File: src/rtl/reg_wb_sched_if.sv
// Writeback/issue bus for reg_wb_sched: two writeback requesters, an issue-stage
// reservation port with source-operand hazard check, and the register-file write port.
interface reg_wb_sched_if;
  logic        alu_vld;
  logic        alu_rdy;
  logic [3:0]  alu_rd;
  logic [15:0] alu_data;
  logic        ld_vld;
  logic        ld_rdy;
  logic [3:0]  ld_rd;
  logic [15:0] ld_data;
  logic        iss_vld;
  logic [3:0]  iss_rd;
  logic        iss_rdy;
  logic [3:0]  rn1;
  logic [3:0]  rn2;
  logic [3:0]  rn3;
  logic        read3;
  logic        stall;
  logic        reg_wr;
  logic [3:0]  wr;
  logic [15:0] wd;

  // Requesters / issue stage / register file side
  modport master (
    output alu_vld, alu_rd, alu_data, ld_vld, ld_rd, ld_data,
    output iss_vld, iss_rd, rn1, rn2, rn3, read3,
    input  alu_rdy, ld_rdy, iss_rdy, stall, reg_wr, wr, wd
  );

  // Scheduler side
  modport slave (
    input  alu_vld, alu_rd, alu_data, ld_vld, ld_rd, ld_data,
    input  iss_vld, iss_rd, rn1, rn2, rn3, read3,
    output alu_rdy, ld_rdy, iss_rdy, stall, reg_wr, wr, wd
  );
endinterface

File: src/rtl/reg_wb_sched.sv
// Writeback scheduler: round-robin arbitration between ALU and load results onto a
// single registered register-file write port, plus a pending-register scoreboard
// that blocks WAW reservations and flags RAW hazards for the issue stage.
module reg_wb_sched (
  input logic          clk,
  input logic          rst,
  reg_wb_sched_if.slave bus
);

  typedef enum logic {GntAlu, GntLd} last_e;

  last_e       last_q, last_d;
  logic [15:0] pending_q, pending_d;
  logic        reg_wr_q;
  logic [3:0]  wr_q;
  logic [15:0] wd_q;
  logic        alu_gnt, ld_gnt, iss_acc;

  // Grant: single requester wins outright; on a tie the one not granted last wins
  always_comb begin
    alu_gnt = 1'b0;
    ld_gnt  = 1'b0;
    if (!rst) begin
      if (bus.alu_vld && bus.ld_vld) begin
        alu_gnt = (last_q == GntLd);
        ld_gnt  = (last_q == GntAlu);
      end else begin
        alu_gnt = bus.alu_vld;
        ld_gnt  = bus.ld_vld;
      end
    end
  end

  // Next-state: pointer moves only on a transfer; scoreboard clear first so set wins
  always_comb begin
    last_d    = last_q;
    pending_d = pending_q;
    iss_acc   = !rst && bus.iss_vld && !pending_q[bus.iss_rd];
    if (alu_gnt) begin
      last_d = GntAlu;
    end else if (ld_gnt) begin
      last_d = GntLd;
    end
    if (reg_wr_q) begin
      pending_d[wr_q] = 1'b0;
    end
    if (iss_acc) begin
      pending_d[bus.iss_rd] = 1'b1;
    end
  end

  // State and write-port registers; reset drops any write in flight
  always_ff @(posedge clk) begin
    if (rst) begin
      last_q    <= GntLd;
      pending_q <= 16'h0000;
      reg_wr_q  <= 1'b0;
      wr_q      <= 4'h0;
      wd_q      <= 16'h0000;
    end else begin
      last_q    <= last_d;
      pending_q <= pending_d;
      reg_wr_q  <= alu_gnt | ld_gnt;
      if (alu_gnt) begin
        wr_q <= bus.alu_rd;
        wd_q <= bus.alu_data;
      end else if (ld_gnt) begin
        wr_q <= bus.ld_rd;
        wd_q <= bus.ld_data;
      end
    end
  end

  // Outputs
  assign bus.alu_rdy = alu_gnt;
  assign bus.ld_rdy  = ld_gnt;
  assign bus.iss_rdy = iss_acc;
  assign bus.stall   = pending_q[bus.rn1] | pending_q[bus.rn2] |
                       (bus.read3 & pending_q[bus.rn3]);
  assign bus.reg_wr  = reg_wr_q;
  assign bus.wr      = wr_q;
  assign bus.wd      = wd_q;

endmodule

File: src/flat_wrapper.sv
// flat-port wrapper written by rule: the top's interface ports become plain ports
module reg_wb_sched_flat 
  (clk, rst, bus_alu_vld, bus_alu_rd, bus_alu_data, bus_ld_vld, bus_ld_rd, bus_ld_data, bus_iss_vld, bus_iss_rd, bus_rn1, bus_rn2, bus_rn3, bus_read3, bus_alu_rdy, bus_ld_rdy, bus_iss_rdy, bus_stall, bus_reg_wr, bus_wr, bus_wd);
  reg_wb_sched_if bus_i ();
  input logic clk;
  input logic rst;
  input wire logic [$bits(bus_i.alu_vld)-1:0] bus_alu_vld;
  input wire logic [$bits(bus_i.alu_rd)-1:0] bus_alu_rd;
  input wire logic [$bits(bus_i.alu_data)-1:0] bus_alu_data;
  input wire logic [$bits(bus_i.ld_vld)-1:0] bus_ld_vld;
  input wire logic [$bits(bus_i.ld_rd)-1:0] bus_ld_rd;
  input wire logic [$bits(bus_i.ld_data)-1:0] bus_ld_data;
  input wire logic [$bits(bus_i.iss_vld)-1:0] bus_iss_vld;
  input wire logic [$bits(bus_i.iss_rd)-1:0] bus_iss_rd;
  input wire logic [$bits(bus_i.rn1)-1:0] bus_rn1;
  input wire logic [$bits(bus_i.rn2)-1:0] bus_rn2;
  input wire logic [$bits(bus_i.rn3)-1:0] bus_rn3;
  input wire logic [$bits(bus_i.read3)-1:0] bus_read3;
  output wire logic [$bits(bus_i.alu_rdy)-1:0] bus_alu_rdy;
  output wire logic [$bits(bus_i.ld_rdy)-1:0] bus_ld_rdy;
  output wire logic [$bits(bus_i.iss_rdy)-1:0] bus_iss_rdy;
  output wire logic [$bits(bus_i.stall)-1:0] bus_stall;
  output wire logic [$bits(bus_i.reg_wr)-1:0] bus_reg_wr;
  output wire logic [$bits(bus_i.wr)-1:0] bus_wr;
  output wire logic [$bits(bus_i.wd)-1:0] bus_wd;
  assign bus_i.alu_vld = bus_alu_vld;
  assign bus_i.alu_rd = bus_alu_rd;
  assign bus_i.alu_data = bus_alu_data;
  assign bus_i.ld_vld = bus_ld_vld;
  assign bus_i.ld_rd = bus_ld_rd;
  assign bus_i.ld_data = bus_ld_data;
  assign bus_i.iss_vld = bus_iss_vld;
  assign bus_i.iss_rd = bus_iss_rd;
  assign bus_i.rn1 = bus_rn1;
  assign bus_i.rn2 = bus_rn2;
  assign bus_i.rn3 = bus_rn3;
  assign bus_i.read3 = bus_read3;
  assign bus_alu_rdy = bus_i.alu_rdy;
  assign bus_ld_rdy = bus_i.ld_rdy;
  assign bus_iss_rdy = bus_i.iss_rdy;
  assign bus_stall = bus_i.stall;
  assign bus_reg_wr = bus_i.reg_wr;
  assign bus_wr = bus_i.wr;
  assign bus_wd = bus_i.wd;
  reg_wb_sched u_core (.clk(clk), .rst(rst), .bus(bus_i));
endmodule
File: config.mk
export PLATFORM = sky130hd
export DESIGN_NAME = reg_wb_sched_flat
export DESIGN_NICKNAME = d
export VERILOG_FILES = /design/src/rtl/reg_wb_sched_if.sv /design/src/rtl/reg_wb_sched.sv /design/src/flat_wrapper.sv
export SDC_FILE = /design/constraint.sdc
export NUM_CORES = 1
export LEC_CHECK = 0
export CAP_MARGIN = 30
export CORE_MARGIN = 2
export CORE_UTILIZATION = 40
export DETAILED_ROUTE_END_ITERATION = 16
export GPL_TIMING_DRIVEN = 0
export HOLD_SLACK_MARGIN = 0.05
export MAX_ROUTING_LAYER = met4
export PLACE_DENSITY_LB_ADDON = 0.25
export REMOVE_ABC_BUFFERS = 1
export SLEW_MARGIN = 5
export SYNTH_ARGS = -nofsm -noshare
export SYNTH_HDL_FRONTEND = slang
export SYNTH_SLANG_ARGS = --single-unit
File: constraint.sdc
create_clock -name clk -period 1.4 [get_ports clk]
set_input_delay 0.21 -clock clk [delete_from_list [all_inputs] [get_ports clk]]
set_output_delay 0.21 -clock clk [all_outputs]
set_load 0.02 [all_outputs]
==> results by stage, run 1 <==
Pwr:
- For this design the static power due to leakage is 1.44 nW.
- In this run the power density over the cells is 742 nW/um^2.
- IR analysis of the VDD net gives a maximum drop of 0.000601 V.

Logic synthesis:
- The biggest area contributor in the post-synthesis netlist is dfxtp_1.
- The most common flop cell mapped by yosys is dfxtp_1.
- The synthesized netlist cell count is 250.
- The count of cell types in the netlist is 39.
- The Yosys step of the flow raised 0 warnings.
- The number of flops mapped to enable cells by yosys is 0.
- The sequential cell area fraction in the yosys report is 33.2%.
- Counting flops and latches in the post-synthesis netlist gives 38.
- In the post-synthesis netlist, the biggest area contributors are dfxtp_1, mux2i_1, mux4_2.
- The post-synthesis average cell area is 9.18 um^2.
- The share of synthesized area in the top cell type comes to 33.2%.
- The post-synth design cell area is 2290 um^2.
- The share of async-settable or async-resettable flops after synthesis is 0%.

Timing:
- For the pin with the worst max-slew slack, the measured transition is 542 ps.
- Measured against its own limit, the worst slew margin works out to 63.8%.
- The maximum clock frequency is 527 MHz.
- The share of the cycle needed by the critical path after routing is 136%.
- Setup slack on the critical path of the routed design comes to -498 ps.
- Setup violations remaining at the end of the flow were counted as 13.
- The final hold violation count is 0.
- The final count of pins violating max slew is 0.
- After routing, the total negative slack on setup checks comes to -1400 ps.
- On the final layout, the worst clock skew is 10.2 ps.
- The minimum clock period is 1900 ps.
- Setup repair after global routing could not meet its margin everywhere.

Run status:
- The final reports fail on negative setup slack.
- The flow ran to the end, but the final reports show violations.

Critical path:
- The category of the worst setup path launch point is a flip-flop.
- The worst path arrival time is 1690 ps.
- The element type at the critical path end is an output port.
- STA puts the critical path data required time at 1190 ps.
- The worst setup path is of the flip-flop to output port kind.
- The largest fanout of any net on the critical path is 5.

Detailed routing:
- After detailed routing, the number of vias per cell comes to 5.73.
- In the final routed layout, each cell accounts on average for 17.4 um.
- The routed layout has 2,405 vias.
- Summed over all layers, the routed wires come to 7.29 mm.
- After detailed routing, the number of remaining DRC violations is 0.
- Before antenna repair, the detailed router went through 4 iterations.
- The detail route stage leaves a number of antenna-violating nets equal to 0.
- After the first detailed-routing iteration, the DRC count stood at 103.

Clock tree:
- The clock passes through at most 2 buffers.
- Clock latency on the worst-skew pair, taken at its later pin, is 290 ps.
- The clock buffer count from CTS is 5.
- The total number of H-tree levels is 2.
- The CTS clock-pin slew for the worst setup and hold paths is 70 ps.
- The clock drives 38 sinks.
- The tree is rooted in a clkbuf_8.
- TritonCTS built the clock tree.
- The number of hold buffers added after CTS was 0.

Place:
- The final estimated routing congestion in global placement is 0.922.
- Buffers placed on the I/O ports in this run total 86.
- The half-perimeter wire length of the detailed placement result is 4.58 mm.

Global route:
- Entering global routing, the biggest net connects 25 pins.
- The aggregate global routing overflow is 0.
- The number of antenna violations at the first check in global routing is 0.
- The global router's overall resource usage is 23.4%.
- The number of global-route vias before repair is 2,321.
- The first global-routing pass estimated 11.3 mm of wire.

Die:
- The count of standard-cell rows is 27.
- The die span in y is 79.7 um.
- In this run the horizontal extent of the chip is 79.7 um.
- The die covers 6360 um^2.
- Once the floorplan was initialized, standard cells occupied 41.4% of the core.
- 87 I/O pins were placed.
- The area of the placeable core is 5540 um^2.

Cells and area:
- The final layout net count is 409.
- 0 antenna diodes ended up in the layout.
- Compared with the post-synthesis result, the final layout area differs by 61.3%.
- For this run, the share of the core covered by cells in the final layout is 66.8%.
- The share of post-route cells with drive strength above 1 is 31.0%.

Min path:
- In this run the worst hold path is classified as primary input to flip-flop.

Flow run:
- The number of max-capacitance violations reported is 0.
[cell usage after synthesis (2+ instances only)]
master,instances
mux2_2,2
o2111ai_1,2
a211oi_1,14
o32ai_1,7
or3_1,4
mux2i_1,34
o22ai_1,2
inv_1,7
o21ai_0,4
or3b_2,3
o211ai_1,9
nand3_1,11
buf_2,6
a311oi_1,4
nand3b_1,6
inv_2,2
nand2_1,15
a21oi_1,2
nor4_1,2
clkbuf_1,9
mux4_2,7
o311ai_0,3
a22oi_1,4
nor2b_1,3
nor2_1,20
dfxtp_1,38
nand2b_1,7
o21ai_1,12
[metal layers]
metal,vias to the layer above,global-route usage [%],part of all wire (%)
met1,1163,28.8,41
met2,75,39.2,51
li1,1157,-,-
met4,0,6.10,1.7
met3,10,5.09,6.0
met5,-,-,0
[report_power, final]
part	switching (mW)	total, mW	leakage, nW	internal [mW]
registers	0.0611	1.20	0.322	1.14
logic	0.368	0.779	1.07	0.410
clock network	0.371	0.768	0.0482	0.397
total	0.801	2.75	1.44	1.95
[layout by cell type, fill, tap and decap left out, types with 3 or more instances in the layout]
cell             synthesis  final
buf_6                    1      6
o211ai_1                 9      9
o21ai_1                 12      8
nor2_1                  20     16
nand2b_1                 7      7
a211oi_1                14      7
clkdlybuf4s15_2          0      4
dlygate4sd2_1            0     28
o21ai_2                  0      8
o32ai_1                  7      7
mux2i_1                 34     34
or3b_2                   3      3
mux4_2                   7      8
clkbuf_8                 0      6
clkdlybuf4s50_1          0     46
buf_8                    0      3
o311ai_0                 3      3
nand3_1                 11     10
dfxtp_2                  0     13
dfxtp_4                  0      6
nand3b_1                 6      6
nand2_1                 15     14
buf_4                    1     11
inv_1                    7      6
dfxtp_1                 38     19
or3_4                    1      3
a211oi_2                 0      7
[logic make-up after synthesis]
logic type,after synthesis,share of synthesized area [%]
AO/OA/AOI/OAI,64,19.8
buffers and inverters,26,5.07
flip-flops,38,33.2
multiplexers,44,23.8
AND/OR/NAND/NOR,78,18.2
[through the flow]
| step | setup WS, ps | total power, mW | cells | hold slack, ps | instance area, um^2 |
|---|---|---|---|---|---|
| after floorplan | -492 | 1.51 | 233 | 279 | 2210 |
| after global placement | -1970 | 1.90 | 391 | 454 | 3160 |
| after detailed placement | -1930 | 1.91 | 392 | 459 | 3180 |
| after CTS | -528 | 2.68 | 411 | 283 | 3440 |
| after global routing | -542 | 2.87 | 420 | 320 | 3700 |
| final | -498 | 2.75 | 420 | 310 | 3700 |
[final cells by class]
| type | count | area (um^2) |
|---|---|---|
| Timing Repair inverter | 1 | 8.76 |
| Fill cell | 456 | 1840 |
| Clock buffer | 7 | 86.3 |
| Sequential cell | 38 | 800 |
| Timing Repair Buffer | 105 | 1070 |
| Clock inverter | 1 | 5.00 |
| Inverter | 9 | 61.3 |
| Tap cell | 72 | 90.1 |
| Multi-Input combinational cell | 187 | 1590 |
[sequential cells by signal, indices dropped and copies added, names as in the netlist]
signal and cells:
u_core.bus.reg_wr 1, u_core.bus.wd 16, u_core.bus.wr 4, u_core.last_q 1, u_core.pending_q 16
[worst max-delay path: stages (launching register included)]
cell and delay (ps):
dfxtp_4 360, mux4_2 480, mux2_2 280, o22ai_2 150, buf_6 130
[final timing paths]
| path | start | to | slack [ps] | cells past startpoint |
|---|---|---|---|---|
| min reg2reg | u_core.bus.wd[13] | u_core.bus.wd[13] | 460 | 2 |
| max reg2reg | u_core.pending_q[8] | u_core.pending_q[11] | -70 | 3 |
| max | u_core.pending_q[3] | bus_iss_rdy | -500 | 4 |
| min | rst | u_core.bus.wd[12] | 310 | 2 |
[what timing repair did]
action,in CTS,in global routing
cloned,2,2
gates resized for setup,118,49
pin swaps,7,9
setup endpoints to repair,62,38
setup buffers,9,9
No activity file was read; power rests on OpenSTA's default activity.
==> inputs of run 2 (changes only) <==
--- a/config.mk
+++ b/config.mk
@@ -5,9 +5,8 @@
 export SDC_FILE = /design/constraint.sdc
 export NUM_CORES = 1
 export LEC_CHECK = 0
-export CAP_MARGIN = 30
 export CORE_MARGIN = 2
-export CORE_UTILIZATION = 40
+export CORE_UTILIZATION = 30
 export DETAILED_ROUTE_END_ITERATION = 16
 export GPL_TIMING_DRIVEN = 0
 export HOLD_SLACK_MARGIN = 0.05
==> run 2 against run 1 <==
Setup slack worse by 15 ps. Design area decreased by 5.4%. Critical endpoint unchanged. Sequential share of layout area rose by 1.3 points. Utilization shrank 19 points. The run still ends with negative setup slack left. Wire length rose by 0.47%.
==> results by stage, run 2 (synthesis results as in run 1) <==
Global route:
- Global routing used 17.6% of the available tracks across all layers.
- The largest net degree at the start of global routing is 27.
- Summed over all layers, the global routing overflow is 0.
- The number of global-route vias before repair came to 2,320.
- The number of antenna violations at the first check in global routing is 0.
- The first-pass GRT wire length is 11.5 mm.

Flow run:
- Across the run, the number of max-cap violations was 0.

Die:
- The initial utilization of the core area, before any placement, comes to 31.3%.
- The count of boundary I/O pins is 87.
- The die outline width is 91.5 um.
- The area of the die is 8360 um^2.
- The die span in y is 91.5 um.
- The count of standard-cell rows is 31.
- The total area inside the core boundary comes to 7330 um^2.

Detailed routing:
- For this block, the initial DRC count from the detailed router was 78.
- The total via count in the routed design is 2,357.
- Once detail routing completed, the nets flagged for antenna violations numbered 0.
- For this run, design rule violations remaining after detail routing come to 0.
- After detailed routing, the number of vias per cell comes to 5.36.
- The total iterations of the first detailed-routing run is 4.
- After detailed routing, the average wire length per cell comes to 16.6 um.
- Wires add up to 7.32 mm.

Critical path:
- The delay of the slowest critical-path stage is 470 ps.
- The worst setup path is of the flip-flop to output port kind.
- The worst path arrival time is 1700 ps.
- The worst setup path is launched from a flip-flop.
- Among cell families on the critical path, the largest total delay comes from multiplexers.
- The signal on the critical path passes through mux4_2 -> mux2_4 -> o22ai_2 -> buf_6.
- The number of buffers and inverters on the critical path is 1.
- The slowest stage of the critical path belongs to the cell mux4_2.
- STA classifies the critical path endpoint as an output port.
- The critical path data required time is 1190 ps.
- In this run the worst path has a maximum fanout of 5.

Cells and area:
- The share of post-route cells with drive strength above 1 is 25.2%.
- In the final design database the tool counted 402 nets.
- Once layout is complete, the cells apart from fillers number 440.
- The library cells used most frequently in the layout, excluding fill and tap cells, are clkdlybuf4s50_1, mux2i_1, dlygate4sd2_1.
- The diode insertion count for antenna repair is 0.
- The most frequent standard cell in the layout excluding fill and tap cells is clkdlybuf4s50_1.
- The post-route core utilization is 47.8%.
- The growth of design area from synthesis to finish is 52.7%.

Pwr:
- The total design power is 2.69 mW.
- The relative contribution of combinational cells to total power is 25.3%.
- The cell internal power dissipation is 1.88 mW.
- IR analysis of the VDD net gives a maximum drop of 0.000413 V.
- Registers are responsible for 44.5% of the overall power.
- The switching part of the total is 30.1%.
- The power per cell area is 768 nW/um^2.
- In this run, the clock network consumes 30.1% of the power.
- For this design the total switching power over the nets is 0.809 mW.
- The static leakage is 1.36 nW.

Timing:
- The clock skew after layout is 10.7 ps.
- For this run, the top clock speed supported by timing is 523 MHz.
- In the final timing run, aggregate negative setup slack is -1350 ps.
- The final count of pins violating max slew is 0.
- In the post-route analysis, the smallest setup slack over all paths is -513 ps.
- After layout, the minimum clock period comes to 1910 ps.
- The setup violation total in the final timing report is 12.
- Setup repair after global routing could not meet its margin everywhere.
- At the pin with the least slew margin, the transition time is 476 ps.
- The share of the cycle needed by the critical path after routing is 137%.
- The final hold violation count is 0.
- The worst slew margin relative to its limit is 67.9%.
- The worst hold slack after final layout is 300 ps.

Clock tree:
- The clock tree root buffer cell is clkbuf_8.
- The clock passes through at most 2 buffers.
- CTS built an H-tree with a depth of 2.
- For the worst-skew pair, the clock arrives at the later sink with an insertion delay of 300 ps.
- The TritonCTS clock tree is done.
- The total number of clock tree sinks is 38.
- TritonCTS created 5 clock buffers.
- The CTS clock-pin slew for the worst setup and hold paths is 90 ps.

Place:
- Including well taps, the total number of placed cells is 418.
- The half-perimeter wire length of the detailed placement result is 4.86 mm.
- The count of buffers added on input and output ports is 86.
- The final estimated routing congestion in global placement is 0.876.

Run status:
- The final reports fail on negative setup slack.
- The flow ran to the end, but the final reports show violations.

Min path:
- The worst hold path belongs to the class primary input to flip-flop.
## run 2: changes by cell type in the layout (fill, tap and decap cells not counted), moves of 4 or more
| cell | before | now |
|---|---|---|
| a211oi_1 | 7 | 13 |
| a211oi_2 | 7 | 1 |
| dfxtp_2 | 13 | 9 |
| nor2_1 | 16 | 20 |
## run 2: worst reg2reg max path: stages, from the launching register on
cell     delay [ps]
dfxtp_4         360
mux4_2          470
or3b_4          430
o21ai_2         120
## run 2: stage by stage
step / setup WS, ps / area (um^2)
detailed placement: -2040 / 3200
global route: -561 / 3500
finish: -513 / 3500
global placement: -2040 / 3200
floorplan: -492 / 2210
CTS: -512 / 3440
## run 2: layer usage
metal | share of wire, % | vias to the layer above | GRT usage, %
met1 | 46 | 1117 | 21.7
met5 | 0 | - | -
li1 | - | 1144 | -
met3 | 5.6 | 8 | 3.90
met4 | 0.98 | 0 | 4.17
met2 | 48 | 88 | 29.2
## run 2: timing repair
item	CTS	global route
pin swaps	4	6
hold buffers	0	0
resized for setup	115	19
setup endpoints to repair	62	19
cloned	3	0
buffers inserted	9	2
## run 2: power by group through the flow
stage	sequential, mW	combinational (mW)	clock, mW
after floorplan	1.28	0.234	0
after global placement	1.23	0.668	0
after detailed placement	1.23	0.673	0
after CTS	1.20	0.675	0.822
after global routing	1.21	0.732	0.864
final	1.20	0.682	0.811
## run 2: layout make-up
class | instances | area [um^2]
Timing Repair Buffer | 97 | 905
Clock buffer | 6 | 82.6
Inverter | 9 | 46.3
Multi-Input combinational cell | 188 | 1530
Timing Repair inverter | 1 | 6.26
Fill cell | 720 | 3830
Clock inverter | 2 | 12.5
Tap cell | 99 | 124
Sequential cell | 38 | 802
## run 2: path summary, 6_finish.rpt
| check | startpoint | end | slack, ps | depth (start not counted) |
|---|---|---|---|---|
| max | u_core.pending_q[1] | bus_iss_rdy | -510 | 4 |
| min reg2reg | u_core.bus.wd[12] | u_core.bus.wd[12] | 470 | 2 |
| min | rst | u_core.bus.wd[12] | 300 | 2 |
| max reg2reg | u_core.pending_q[8] | u_core.pending_q[10] | -60 | 3 |
